<file path="src/rtl/ov_sccb_arbiter.sv">
// Round-robin arbiter sharing one SCCB master between two requesters.
// Writes to DELAY_SUBADDR become timed pauses instead of bus transfers,
// and a watchdog aborts any transfer that never signals end.
module ov_sccb_arbiter #(
   parameter logic [7:0]  DELAY_SUBADDR  = 8'hF0,
   parameter logic [23:0] DELAY_CYCLES   = 24'd1_000_000,
   parameter logic [23:0] TIMEOUT_CYCLES = 24'd2_000_000
) (
   input  logic       clk,
   input  logic       reset,
   input  logic       req0,
   input  logic       rd0,
   input  logic [7:0] addr0,
   input  logic [7:0] subaddr0,
   input  logic [7:0] wdata0,
   input  logic       req1,
   input  logic       rd1,
   input  logic [7:0] addr1,
   input  logic [7:0] subaddr1,
   input  logic [7:0] wdata1,
   output logic       ack0,
   output logic       done0,
   output logic       err0,
   output logic [7:0] rdata0,
   output logic       ack1,
   output logic       done1,
   output logic       err1,
   output logic [7:0] rdata1,
   output logic       owner,
   output logic [7:0] m_addr,
   output logic [7:0] m_subaddr,
   output logic [7:0] m_wdata,
   output logic       m_start,
   input  logic       m_busy,
   input  logic       m_end,
   input  logic [7:0] m_rdata
);

   typedef enum logic [2:0] {
      S_IDLE  = 3'd0,
      S_ISSUE = 3'd1,
      S_WAIT  = 3'd2,
      S_DELAY = 3'd3,
      S_DONE  = 3'd4
   } state_e;

   state_e      state_q, state_d;
   logic        owner_q;
   logic [23:0] cnt_q;
   logic        ack0_q, ack1_q;
   logic        err_q;
   logic        rd_q;
   logic [7:0]  rdata0_q, rdata1_q;
   logic [7:0]  addr_q, sub_q, wdata_q;

   logic        win0, win1;
   logic        sel_rd, sel_delay;
   logic [7:0]  sel_addr, sel_sub, sel_wdata;
   logic        timeout;
   logic        abort;

   // Arbitration and request field selection (only meaningful in S_IDLE).
   always_comb begin
      win0      = (state_q == S_IDLE) & req0 & (~req1 | owner_q);
      win1      = (state_q == S_IDLE) & req1 & (~req0 | ~owner_q);
      sel_rd    = win1 ? rd1      : rd0;
      sel_addr  = win1 ? addr1    : addr0;
      sel_sub   = win1 ? subaddr1 : subaddr0;
      sel_wdata = win1 ? wdata1   : wdata0;
      sel_delay = ~sel_rd & (sel_sub == DELAY_SUBADDR);
      timeout   = (cnt_q == TIMEOUT_CYCLES);
      // m_end wins over a watchdog expiry in the same cycle
      abort     = ((state_q == S_ISSUE) & timeout) |
                  ((state_q == S_WAIT) & ~m_end & timeout);
   end

   // State register.
   always_ff @(posedge clk or negedge reset) begin
      if (!reset) begin
         state_q <= S_IDLE;
      end else begin
         state_q <= state_d;
      end
   end

   // Next-state logic; unused encodings fall back to S_IDLE.
   always_comb begin
      state_d = state_q;
      case (state_q)
         S_IDLE: begin
            if (win0 | win1) begin
               state_d = sel_delay ? S_DELAY : S_ISSUE;
            end
         end
         S_ISSUE: begin
            if (timeout) begin
               state_d = S_DONE;
            end else if (m_busy) begin
               state_d = S_WAIT;
            end
         end
         S_WAIT: begin
            if (m_end || timeout) begin
               state_d = S_DONE;
            end
         end
         S_DELAY: begin
            if (cnt_q == DELAY_CYCLES) begin
               state_d = S_DONE;
            end
         end
         S_DONE:  state_d = S_IDLE;
         default: state_d = S_IDLE;
      endcase
   end

   // Grant bookkeeping, latched fields, watchdog/delay counter and read data.
   always_ff @(posedge clk or negedge reset) begin
      if (!reset) begin
         owner_q  <= 1'b1;
         cnt_q    <= 24'd0;
         ack0_q   <= 1'b0;
         ack1_q   <= 1'b0;
         err_q    <= 1'b0;
         rd_q     <= 1'b0;
         rdata0_q <= 8'h00;
         rdata1_q <= 8'h00;
         addr_q   <= 8'h00;
         sub_q    <= 8'h00;
         wdata_q  <= 8'h00;
      end else begin
         ack0_q <= win0;
         ack1_q <= win1;
         err_q  <= abort;
         // Counter is zero on entry to S_ISSUE/S_DELAY and stops being used
         // at its limit, so it never wraps within a transaction.
         if ((state_q == S_IDLE) || (state_q == S_DONE)) begin
            cnt_q <= 24'd0;
         end else begin
            cnt_q <= cnt_q + 24'd1;
         end
         if (win0 | win1) begin
            owner_q <= win1;
            rd_q    <= sel_rd;
            addr_q  <= sel_rd ? (sel_addr | 8'h01) : (sel_addr & 8'hFE);
            sub_q   <= sel_sub;
            wdata_q <= sel_wdata;
         end
         if ((state_q == S_WAIT) && m_end && rd_q) begin
            if (owner_q) begin
               rdata1_q <= m_rdata;
            end else begin
               rdata0_q <= m_rdata;
            end
         end
      end
   end

   // Outputs decoded from state and registers.
   always_comb begin
      m_start   = (state_q == S_ISSUE);
      done0     = (state_q == S_DONE) & ~owner_q;
      done1     = (state_q == S_DONE) & owner_q;
      err0      = done0 & err_q;
      err1      = done1 & err_q;
      ack0      = ack0_q;
      ack1      = ack1_q;
      rdata0    = rdata0_q;
      rdata1    = rdata1_q;
      owner     = owner_q;
      m_addr    = addr_q;
      m_subaddr = sub_q;
      m_wdata   = wdata_q;
   end

endmodule
</file>
<file path="config.mk">
export PLATFORM = sky130hd
export DESIGN_NAME = ov_sccb_arbiter
export DESIGN_NICKNAME = d
export VERILOG_FILES = /design/src/rtl/ov_sccb_arbiter.sv
export SDC_FILE = /design/constraint.sdc
export NUM_CORES = 1
export LEC_CHECK = 0
export CAP_MARGIN = 20
export CORE_MARGIN = 3
export CORE_UTILIZATION = 42
export CTS_CLUSTER_DIAMETER = 60
export DETAILED_ROUTE_END_ITERATION = 10
export PLACE_DENSITY = 0.78
export SLEW_MARGIN = 20
export SYNTH_ARGS = -nofsm -noshare
export SYNTH_HDL_FRONTEND = slang
export SYNTH_SLANG_ARGS = --single-unit
</file>
<file path="constraint.sdc">
create_clock -name clk -period 1.5 [get_ports clk]
set_input_delay 0.15 -clock clk [delete_from_list [all_inputs] [get_ports clk]]
set_output_delay 0.15 -clock clk [all_outputs]
set_load 0.01 [all_outputs]
</file>
After elaboration in Yosys (flattened, before gate mapping)

Cells that the tools add are included.

Register bits after elaboration: 72
Bits of input ports: 64
Output and inout bits: 48
Word-level logic and storage cells: 66

$add $sub $neg: 1
Eq/ne operators: 11
Multiplexer cells: 13
Bitwise logic cells: 21
Reduce and logical (&&, ||, !) cells: 8

Operators with widths:

| operator              | count |
|---|---|
| $add 24x1->24 const B | 1 |
| $eq 24x20->1 const B  | 1 |
| $eq 24x21->1 const B  | 1 |
| $mux 24               | 1 |
| $mux 8                | 3 |
| $mux 3                | 5 |
| $and 1x1->1           | 12 |
| $pmux 3 s4            | 1 |
| $eq 8x8->1 const B    | 1 |
| $eq 3x2->1 const B    | 2 |
| $not 1->1             | 5 |
| $ne 2x1->1 const B    | 2 |
| $or 1x1->1            | 4 |
| $reduce_and 2->1      | 2 |
| $reduce_and 4->1      | 1 |
| $eq 3x1->1 const B    | 1 |
| $eq 3x3->1 const B    | 1 |
| $logic_not 3->1       | 1 |
| $ne 3x1->1 const B    | 1 |
| $logic_and 1x1->1     | 2 |
| $logic_or 1x1->1      | 2 |
| $mux 1                | 2 |
| $mux 2                | 1 |
| $ne 2x2->1 const B    | 1 |

Depth between registers and ports, before layout

Gate-level depths: netlist of run 1.

Depth in word-level cells: 9
Gate-level depth with buffers: 7
Depth with buffers taken out: 7

Least setup slack after synthesis of run 1

OpenSTA, ideal clock, no wires.

Path kind: register -> register
Start point: register cnt_q[0]
End point: register state_q[0]
Setup time: 0.069 ns
Data arrival time: 1.506 ns
Data required time: 1.431 ns
Slack: -0.075 ns
Stages on the path, launching flop included: 8
Buffers on the path: 0
Period minus slack after synthesis: 1.575 ns
Path through: dfrtp_1 > inv_1 > ha_1 > nor4b_1 > and3_1 > and4_1 > or3b_1 > nand3b_1

Longest elaborated chain between the ends: 4
Elaborated cells on any way between the ends: 9
Classes of those cells: eq/ne (5); mux (2); reduce/logical (2)

RTL lines:

| element                    | RTL line | RTL |
|---|---|---|
| from (decl)                | 49       | `logic [23:0] cnt_q;` |
| from (signal assigned)     | 140      | `cnt_q <= cnt_q + 24'd1;` |
| $eq 24x21->1               | 71       | `timeout = (cnt_q == TIMEOUT_CYCLES);` |
| $logic_or 1x1->1           | 103      | `if (m_end \|\| timeout) begin` |
| $ne 2x1->1 (no line)       | -        |  |
| $reduce_and 4->1 (no line) | -        |  |
| to (signal assigned)       | 82       | `state_q <= state_d;` |
| to (decl)                  | 47       | `state_e state_q, state_d;` |

Several ways; a longest one is shown, not always the timed one.
A chain may end at the register's enable or synchronous reset.

Worst setup path after layout of run 1

Start point: register state_q[1]
End point: register rdata0_q[7] (netlist: rdata0[7])

Longest elaborated chain between the ends: 4

RTL lines:

| element                        | RTL line | RTL |
|---|---|---|
| $eq 3x2->1                     | 149      | `if ((state_q == S_WAIT) && m_end && rd_q) begin` |
| $logic_and 1x1->1 (2 in a row) | 149      |  |
| $reduce_and 2->1 (no line)     | -        |  |
| to (signal assigned)           | 153      | `rdata0_q <= m_rdata;` |
| to (decl)                      | 53       | `logic [7:0] rdata0_q, rdata1_q;` |

Every way passes these cells.

==> impl_metrics.env, run 1 <==
export IMPL_cp_slowest_cell="or3_4"
export IMPL_ios=112
export IMPL_critPathLaunchType="flip-flop"
export IMPL_yosysWarningCount=0
export IMPL_nets=561
export IMPL_cts_buffers=9
export IMPL_path_buf_inv=2
export IMPL_hold_viol=0
export IMPL_clockBufferDepth=2
export IMPL_cp_required_ns=1.73
export IMPL_crit_chain="buf_6 > buf_6 > nor2b_4 > nand3_2 > or3_4 > mux2_4"
export IMPL_cp_arrival_ns=2.02
export IMPL_ys_flop_type="dfrtp_1"
export IMPL_critPathMaxStageDelay_ns=0.44
export IMPL_ys_seq_elements=71
export IMPL_grt_max_degree=37
export IMPL_synth_cell_types=43
export IMPL_clk_latency_ns=0.35
export IMPL_tightest_slew_ns=0.308
export IMPL_crit_fanout=8
export IMPL_syn_cell_area_um2=3440
export IMPL_n_antenna_cell=0
export IMPL_dr_first_iter_drc_count=158
export IMPL_final_util_pct=74.5
export IMPL_slew_headroom_pct=78.9
export IMPL_grt_pass1_wl_mm=15.7
export IMPL_p_seq_share_pct=28.8
export IMPL_routedWlPerCell_um=18.1
export IMPL_cap_violations=0
export IMPL_antenna_left=0
export IMPL_reg2regPathDepth=6
export IMPL_final_common_cell="clkdlybuf4s50_1"
export IMPL_finalInstanceArea_um2=5850
export IMPL_setup_viol=52
export IMPL_die_height_um=96.5
export IMPL_p_int_mw=6.77
export IMPL_grt_ovfl_total=0
export IMPL_layout_drive_gt1_share_pct=33.6
export IMPL_p_per_area_nw_per_um2=1760
export IMPL_rsz0062_at_grt="yes"
export IMPL_ys_seq_area_share_pct=51.7
export IMPL_period_share_pct=120
export IMPL_syn_to_final_growth_pct=69.9
export IMPL_vias_per_cell=5.30
export IMPL_finalWirelength_mm=10.9
export IMPL_p_comb_share_pct=53.3
export IMPL_mostFrequentLayoutCells="clkdlybuf4s50_1 (100), dfrtp_1 (67), nor2_1 (47)"
export IMPL_critical_path_depth=6
export IMPL_synth_area_leaders="dfrtp_1 (51%), mux2i_1 (7.3%), nor2_1 (5.9%)"
export IMPL_synthesis_nets=382
export IMPL_synth_edf_count=0
export IMPL_start_util_pct=43.8
export IMPL_period_needed_ns=1.79
export IMPL_r2r_start="state_q[1]"
export IMPL_leakage_nw=2.66
export IMPL_drc=0
export IMPL_hold_path_class="input pin to asynchronous set/reset pin"
export IMPL_synth_area_leader_cell="dfrtp_1"
export IMPL_fill_cells=508
export IMPL_htree_levels=3
export IMPL_place_area_um2=4920
export IMPL_outcome="complete, but fails checks"
export IMPL_core_area_um2=7850
export IMPL_netlist_instances=316
export IMPL_cts_sinks=71
export IMPL_ff2ff_setup_slack_ns=-0.29
export IMPL_io_buffers=109
export IMPL_die_area_um2=9310
export IMPL_die_w_um=96.5
export IMPL_root_buffer="clkbuf_8"
export IMPL_power_total_mw=10.3
export IMPL_path_class="flip-flop to flip-flop"
export IMPL_end_kind="flip-flop"
export IMPL_first_global_vias=3197
export IMPL_swShare_pct=34.2
export IMPL_async_reset_ff_share_pct=100
export IMPL_p_sw_mw=3.51
export IMPL_skew_ns=0.0113
export IMPL_ir_drop_mv=1.02
export IMPL_reg2reg_to="rdata0[7]"
export IMPL_fin_ws_ns=-0.295
export IMPL_violations="setup timing"
export IMPL_grt_use_total_pct=22.1
export IMPL_grt_antenna_before_repair=0
export IMPL_path_common_cell="buf_6"
export IMPL_finalHoldWorstSlack_ns=0.206
export IMPL_cts_tree="yes"
export IMPL_fmax_mhz=557
export IMPL_vias=3191
export IMPL_gp_congestion=0.802
export IMPL_clkTransAtPathRegs_ns=0.08
export IMPL_slew_violations=0
export IMPL_clockPowerShare_pct=18.0
export IMPL_hpwl_mm=6.60
export IMPL_drtPass1Iterations=4
export IMPL_synth_top_cell_area_share_pct=50.9
export IMPL_postSynthAreaPerCell_um2=10.9
export IMPL_critPathTopFamily="simple AND/OR/NAND/NOR gates"
export IMPL_num_rows=32
[worst max-delay path by stage]
stage | endpoint | start | slack, ns
after CTS | rdata0[7] | state_q[2] | -0.27
after detailed placement | state_q[2] | cnt_q[1] | -0.20
after global placement | rdata0[2] | m_end | -0.15
after global routing | rdata0[7] | state_q[2] | -0.31
final | rdata0[7] | state_q[1] | -0.29
after floorplan | rdata0[0] | state_q[1] | -0.03
[sequential cells by signal (all words and copies together), names as in the netlist]
register	cells
m_wdata	8
m_addr	8
rdata0	8
err_q	1
owner	1
rdata1	8
state_q	3
ack1	1
ack0	1
cnt_q	24
m_subaddr	8
[synthesized netlist by cell type, drive strengths merged (3+ instances only)]
library cell / instances
nor3: 4
xor2: 17
inv: 5
dfrtp: 70
nand3: 11
nor3b: 4
mux2i: 25
nand2: 11
and3: 6
mux2: 16
clkbuf: 5
and4: 4
buf: 12
nor4bb: 3
a21oi: 29
xnor2: 4
nor2: 55
and2: 3
nor4: 4
nand4: 9
[cells by family (layout without fill, tap and decap cells)]
family | count (synthesis) | after routing | synth area share (%)
DFF | 71 | 71 | 51.7
adders and majority gates | 2 | 2 | 0.727
and+or+nand+nor | 125 | 125 | 19.8
buffers and inverters | 22 | 206 | 3.89
muxes | 41 | 41 | 13.4
xor gates and xnor gates | 21 | 21 | 5.35
AOI/OAI and AO/OA | 34 | 34 | 5.16
[timing repair]
item | CTS | global route
setup endpoints to repair | 49 | 67
hold buffers | 1 | 0
pin swaps | 14 | 35
gates resized for setup | 69 | 52
hold endpoints to repair | 56 | 0
cloned | 4 | 0
buffers inserted | 22 | 10
[power by group through the flow]
| stage | Sequential, mW | Combinational [mW] | Clock [mW] |
|---|---|---|---|
| floorplan | 3.19 | 1.66 | 0 |
| global placement | 2.94 | 3.79 | 0 |
| detailed placement | 2.96 | 3.90 | 0 |
| CTS | 2.92 | 5.05 | 1.86 |
| global route | 3.02 | 5.80 | 1.98 |
| finish | 2.96 | 5.48 | 1.85 |
[per-layer routing]
layer	part of all wire [%]	track usage, %	wire [um]	vias up
met3	5.6	5.42	608	18
met2	51	36.1	5600	118
met1	41	28.6	4470	1591
met4	2.0	7.71	218	0
li1	-	-	-	1464
met5	0	0	0	-
[cell type report]
type	instances	area, um^2	area share [%]
timing repair buffer	185	1870	32.0
multi-input combinational	223	1810	31.0
sequential	71	1780	30.5
clock buffer	10	128	2.18
tap	102	128	2.18
clock inverter	6	109	1.86
inverter	5	18.8	0.321
[stage by stage]
stage / setup slack, ns / TNS [ns] / cells
2_1_floorplan: -0.0287 / -0.464 / 316
3_5_place_dp: -0.198 / -3.76 / 554
3_3_place_gp: -0.146 / -2.30 / 554
5_1_grt: -0.313 / -13.30 / 602
4_1_cts: -0.274 / -7.46 / 596
6_report: -0.295 / -10.11 / 602
(Power assumes the default switching activity.)
==> run 2: changes to the inputs <==
--- a/config.mk
+++ b/config.mk
@@ -10,7 +10,7 @@
 export CORE_UTILIZATION = 42
 export CTS_CLUSTER_DIAMETER = 60
 export DETAILED_ROUTE_END_ITERATION = 10
-export PLACE_DENSITY = 0.78
+export PLACE_DENSITY = 0.83
 export SLEW_MARGIN = 20
 export SYNTH_ARGS = -nofsm -noshare
 export SYNTH_HDL_FRONTEND = slang
==> constraint.sdc (replaced) <==
create_clock -name clk -period 1.5 [get_ports clk]
set_input_delay 0.3 -clock clk [delete_from_list [all_inputs] [get_ports clk]]
set_output_delay 0.3 -clock clk [all_outputs]
set_load 0.01 [all_outputs]
==> impl_metrics.env, run 2 (synthesis results as in run 1) <==
export IMPL_outcome="complete, but fails checks"
export IMPL_violations="setup timing"
export IMPL_nets=542
export IMPL_cap_violations=0
export IMPL_dr_first_iter_drc_count=107
export IMPL_crit_start="cnt_q[0]"
export IMPL_mostFrequentLayoutCells="dfrtp_1 (64), clkdlybuf4s50_1 (60), nor2_1 (44)"
export IMPL_end_kind="flip-flop"
export IMPL_critPathLaunchType="flip-flop"
export IMPL_cts_sinks=71
export IMPL_period_share_pct=116
export IMPL_finalHoldWorstSlack_ns=0.438
export IMPL_layout_drive_gt1_share_pct=31.8
export IMPL_drtPass1Iterations=4
export IMPL_ios=112
export IMPL_tightest_slew_ns=0.456
export IMPL_finalWirelength_mm=10.1
export IMPL_skew_ns=0.0102
export IMPL_antenna_left=0
export IMPL_largest_reg_flops=24
export IMPL_rsz0062_at_grt="yes"
export IMPL_grt_max_degree=24
export IMPL_crit_fanout=4
export IMPL_grt_pass1_wl_mm=14.5
export IMPL_final_common_cell="dfrtp_1"
export IMPL_clockBufferDepth=2
export IMPL_regMostFlops="cnt_q"
export IMPL_setup_tns_ns=-8.05
export IMPL_grt_antenna_before_repair=0
export IMPL_cts_buffers=9
export IMPL_finalInstanceArea_um2=5590
export IMPL_cp_required_ns=1.74
export IMPL_r2r_start="cnt_q[0]"
export IMPL_grt_ovfl_total=0
export IMPL_place_area_um2=4900
export IMPL_root_buffer="clkbuf_8"
export IMPL_path_class="flip-flop to flip-flop"
export IMPL_core_area_um2=7850
export IMPL_clk_latency_ns=0.35
export IMPL_reg2regPathDepth=7
export IMPL_cp_arrival_ns=1.98
export IMPL_setup_viol=53
export IMPL_io_buffers=109
export IMPL_hold_viol=0
export IMPL_grt_use_total_pct=20.4
export IMPL_endpoint="state_q[2]"
export IMPL_syn_to_final_growth_pct=62.4
export IMPL_slew_violations=0
export IMPL_leakage_nw=2.59
export IMPL_p_per_area_nw_per_um2=1690
export IMPL_final_util_pct=71.2
export IMPL_first_global_vias=2998
export IMPL_placed_cells=548
export IMPL_routedWlPerCell_um=17.3
export IMPL_fin_ws_ns=-0.240
export IMPL_power_total_mw=9.42
export IMPL_reg2reg_to="state_q[2]"
export IMPL_vias_per_cell=5.24
export IMPL_n_antenna_cell=0
export IMPL_die_w_um=96.5
export IMPL_drc=0
export IMPL_vias=3057
export IMPL_ff2ff_setup_slack_ns=-0.24
export IMPL_place_ws_ns=-0.357
export IMPL_slew_headroom_pct=69.6
export IMPL_hold_path_class="input pin to asynchronous set/reset pin"
export IMPL_fmax_mhz=575
export IMPL_clkTransAtPathRegs_ns=0.08
export IMPL_htree_levels=3
export IMPL_start_util_pct=43.8
export IMPL_hpwl_mm=6.56
export IMPL_ir_drop_mv=0.801
export IMPL_fill_cells=555
export IMPL_cts_tree="yes"
export IMPL_instances_no_fill=583
export IMPL_die_height_um=96.5
export IMPL_num_rows=32
export IMPL_period_needed_ns=1.74
export IMPL_gp_congestion=0.758
export IMPL_die_area_um2=9310
[run 2: changes by cell type in the layout (fill, tap and decap cells not counted), moves of 5 or more]
cell / delta
a21oi_1: -5
dlygate4sd2_1: +40
clkdlybuf4s50_1: -40
buf_4: -10
clkbuf_16: +5
buf_6: -12
[run 2: power by group]
| group | total [mW] | leakage [nW] | switching (mW) | internal, mW |
|---|---|---|---|---|
| Sequential | 3.01 | 0.880 | 0.454 | 2.56 |
| Clock | 1.51 | 0.0992 | 0.739 | 0.770 |
| Combinational | 4.90 | 1.62 | 2.27 | 2.63 |
| Total | 9.42 | 2.59 | 3.46 | 5.96 |
[run 2: area by class of cell]
cell class / count / area, um^2 / share of cell area, %
inverters: 5 / 18.8 / 0.336
clock buffers: 9 / 124 / 2.22
well taps: 102 / 128 / 2.28
repair buffers: 166 / 1670 / 29.8
flip-flops and latches: 71 / 1790 / 31.9
clock inverters: 7 / 73.8 / 1.32
multi-input cells: 223 / 1790 / 32.1
[run 2: per-layer routing]
metal / vias to the layer above / wire length [um] / track usage (%) / part of all wire [%]
met5: - / 0 / 0 / 0
met4: 0 / 152 / 8.18 / 1.5
met3: 15 / 680 / 5.03 / 6.7
met2: 114 / 5110 / 33.7 / 51
met1: 1504 / 4140 / 25.7 / 41
li1: 1424 / - / - / -
[run 2: worst max-delay path, cell delays in order, from the launching register on]
cell	delay [ns]
dfrtp_1	0.40
inv_2	0.06
ha_1	0.14
nor4b_4	0.23
and3_4	0.23
and4_4	0.25
a21oi_2	0.08
nor4_4	0.27
[run 2: worst min-delay path by stage]
stage	to	from	slack, ns
after CTS	cnt_q[1]	reset	0.43
after global routing	cnt_q[11]	reset	0.46
after global placement	cnt_q[13]	reset	0.26
final	cnt_q[12]	reset	0.44
after floorplan	ack0	reset	0.004
after detailed placement	cnt_q[13]	reset	0.27
[run 2: timing repair]
item	CTS	global route
hold buffers	1	0
pin swaps	12	13
endpoints found under the setup margin	97	63
gates resized for setup	92	55
gates cloned	1	5
hold endpoints to repair	12	0
setup buffers	5	9
==> run 3: changes to the inputs <==
--- a/config.mk
+++ b/config.mk
@@ -6,11 +6,14 @@
 export NUM_CORES = 1
 export LEC_CHECK = 0
 export CAP_MARGIN = 20
+export CELL_PAD_IN_SITES_DETAIL_PLACEMENT = 1
+export CELL_PAD_IN_SITES_GLOBAL_PLACEMENT = 1
 export CORE_MARGIN = 3
-export CORE_UTILIZATION = 42
+export CORE_UTILIZATION = 32
 export CTS_CLUSTER_DIAMETER = 60
 export DETAILED_ROUTE_END_ITERATION = 10
 export PLACE_DENSITY = 0.83
+export SKIP_CTS_REPAIR_TIMING = 1
 export SLEW_MARGIN = 20
 export SYNTH_ARGS = -nofsm -noshare
 export SYNTH_HDL_FRONTEND = slang
==> impl_metrics.env, run 3 (synthesis results as in run 1) <==
export IMPL_outcome="complete, but fails checks"
export IMPL_violations="setup timing"
export IMPL_critPathMaxStageDelay_ns=0.41
export IMPL_regMostFlops="cnt_q"
export IMPL_clockBufferDepth=2
export IMPL_place_area_um2=5010
export IMPL_die_w_um=110
export IMPL_core_area_um2=10400
export IMPL_die_height_um=110
export IMPL_grt_ovfl_total=0
export IMPL_vias=3072
export IMPL_grt_max_degree=72
export IMPL_skew_ns=0.0107
export IMPL_cts_sinks=71
export IMPL_die_area_um2=12000
export IMPL_first_global_vias=3326
export IMPL_rsz0062_at_grt="yes"
export IMPL_drc=0
export IMPL_n_antenna_cell=0
export IMPL_start_util_pct=33.2
export IMPL_cts_tree="yes"
export IMPL_vias_per_cell=4.92
export IMPL_htree_levels=3
export IMPL_fill_cells=1120
export IMPL_crit_fanout=3
export IMPL_placed_cells=595
export IMPL_finalHoldWorstSlack_ns=0.508
export IMPL_dr_first_iter_drc_count=100
export IMPL_layout_drive_gt1_share_pct=27.0
export IMPL_nets=549
export IMPL_finalInstanceArea_um2=5560
export IMPL_tightest_slew_ns=0.384
export IMPL_io_buffers=109
export IMPL_crit_chain="nor2_2 > buf_4 > nand2_4 > nor2_4 > and2_4 > buf_6"
export IMPL_cts_buffers=9
export IMPL_slew_violations=0
export IMPL_syn_to_final_growth_pct=61.5
export IMPL_clkTransAtPathRegs_ns=0.08
export IMPL_hold_viol=0
export IMPL_finalWirelength_mm=10.7
export IMPL_ff2ff_setup_slack_ns=-0.19
export IMPL_antenna_left=0
export IMPL_path_class="flip-flop to primary output"
export IMPL_p_per_area_nw_per_um2=1560
export IMPL_final_common_cell="dfrtp_1"
export IMPL_hold_path_class="input pin to asynchronous set/reset pin"
export IMPL_routedWlPerCell_um=17.1
export IMPL_reg2regPathDepth=7
export IMPL_grt_pass1_wl_mm=16.1
export IMPL_cap_violations=0
export IMPL_end_kind="primary output"
export IMPL_grt_use_total_pct=17.3
export IMPL_period_share_pct=118
export IMPL_slew_headroom_pct=74.4
export IMPL_ios=112
export IMPL_place_ws_ns=-0.389
export IMPL_gp_congestion=0.794
export IMPL_num_rows=37
export IMPL_cp_arrival_ns=1.47
export IMPL_fin_ws_ns=-0.272
export IMPL_period_needed_ns=1.77
export IMPL_mostFrequentLayoutCells="dfrtp_1 (69), clkdlybuf4s50_1 (60), buf_4 (55)"
export IMPL_hpwl_mm=7.73
export IMPL_r2r_start="cnt_q[0]"
export IMPL_cp_required_ns=1.20
export IMPL_reg2reg_to="state_q[2]"
export IMPL_ir_drop_mv=0.671
export IMPL_grt_antenna_before_repair=0
export IMPL_register_area_um2=1780
export IMPL_leakage_nw=2.94
export IMPL_clk_latency_ns=0.35
export IMPL_largest_reg_flops=24
export IMPL_cp_slowest_cell="dfrtp_1"
export IMPL_setup_viol=55
export IMPL_drtPass1Iterations=4
export IMPL_fmax_mhz=564
export IMPL_instances_no_fill=624
export IMPL_multi_input_area_um2=1660
export IMPL_root_buffer="clkbuf_8"
export IMPL_critPathLaunchType="flip-flop"
[run 3: cell types whose count changed in the layout (fill, tap and decap cells not counted), sizes merged]
cell,change
clkbuf,-1
buf,+9
dlymetal6s2s,+44
dlygate4sd2,-42
clkinv,-3
[run 3: metrics by stage]
step                utilization (%)  power, mW  TNS [ns]
floorplan                         -       4.86    -0.532
global placement               48.3       6.87     -9.76
detailed placement             48.3       7.12    -12.39
CTS                            50.2       8.68    -14.50
global route                   53.6       9.25    -11.45
finish                         53.6       8.69     -5.62
[run 3: final cells by class]
type / count / share of cell area, %
tap: 136 / 3.06
multi-input combinational: 223 / 29.9
inverter: 5 / 0.338
clock inverter: 4 / 0.856
sequential: 71 / 32.0
timing repair buffer: 173 / 31.2
clock buffer: 12 / 2.61
[run 3: layer usage]
layer  vias to the layer above  share of wire (%)  global-route usage [%]  wire length, um
met4                         0                1.1                    5.43              115
met3                         8                4.7                    3.99              498
li1                       1433                  -                       -                -
met5                         -                  0                       0                0
met2                        79                 57                    33.3             6070
met1                      1552                 37                    18.4             4000
[run 3: worst max-delay path by stage]
| stage | from | endpoint | slack [ns] |
|---|---|---|---|
| final | state_q[0] | err0 | -0.27 |
| after detailed placement | m_end | rdata0[5] | -0.39 |
| after CTS | state_q[1] | m_start | -0.65 |
| after global placement | m_end | rdata0[4] | -0.35 |
| after global routing | state_q[0] | err0 | -0.33 |
| after floorplan | state_q[1] | rdata0[0] | -0.03 |
[run 3: where the power goes]
group          total (mW)  internal (mW)  switching [mW]
clock network        1.54          0.810           0.727
logic                4.21           2.26            1.95
registers            2.95           2.56           0.390
[run 3: critical path: cells and delay by family, from the launching register on]
kind | cells | cell delay [ns]
simple gates | 4 | 0.48
flops | 1 | 0.41
buf+inv | 2 | 0.23
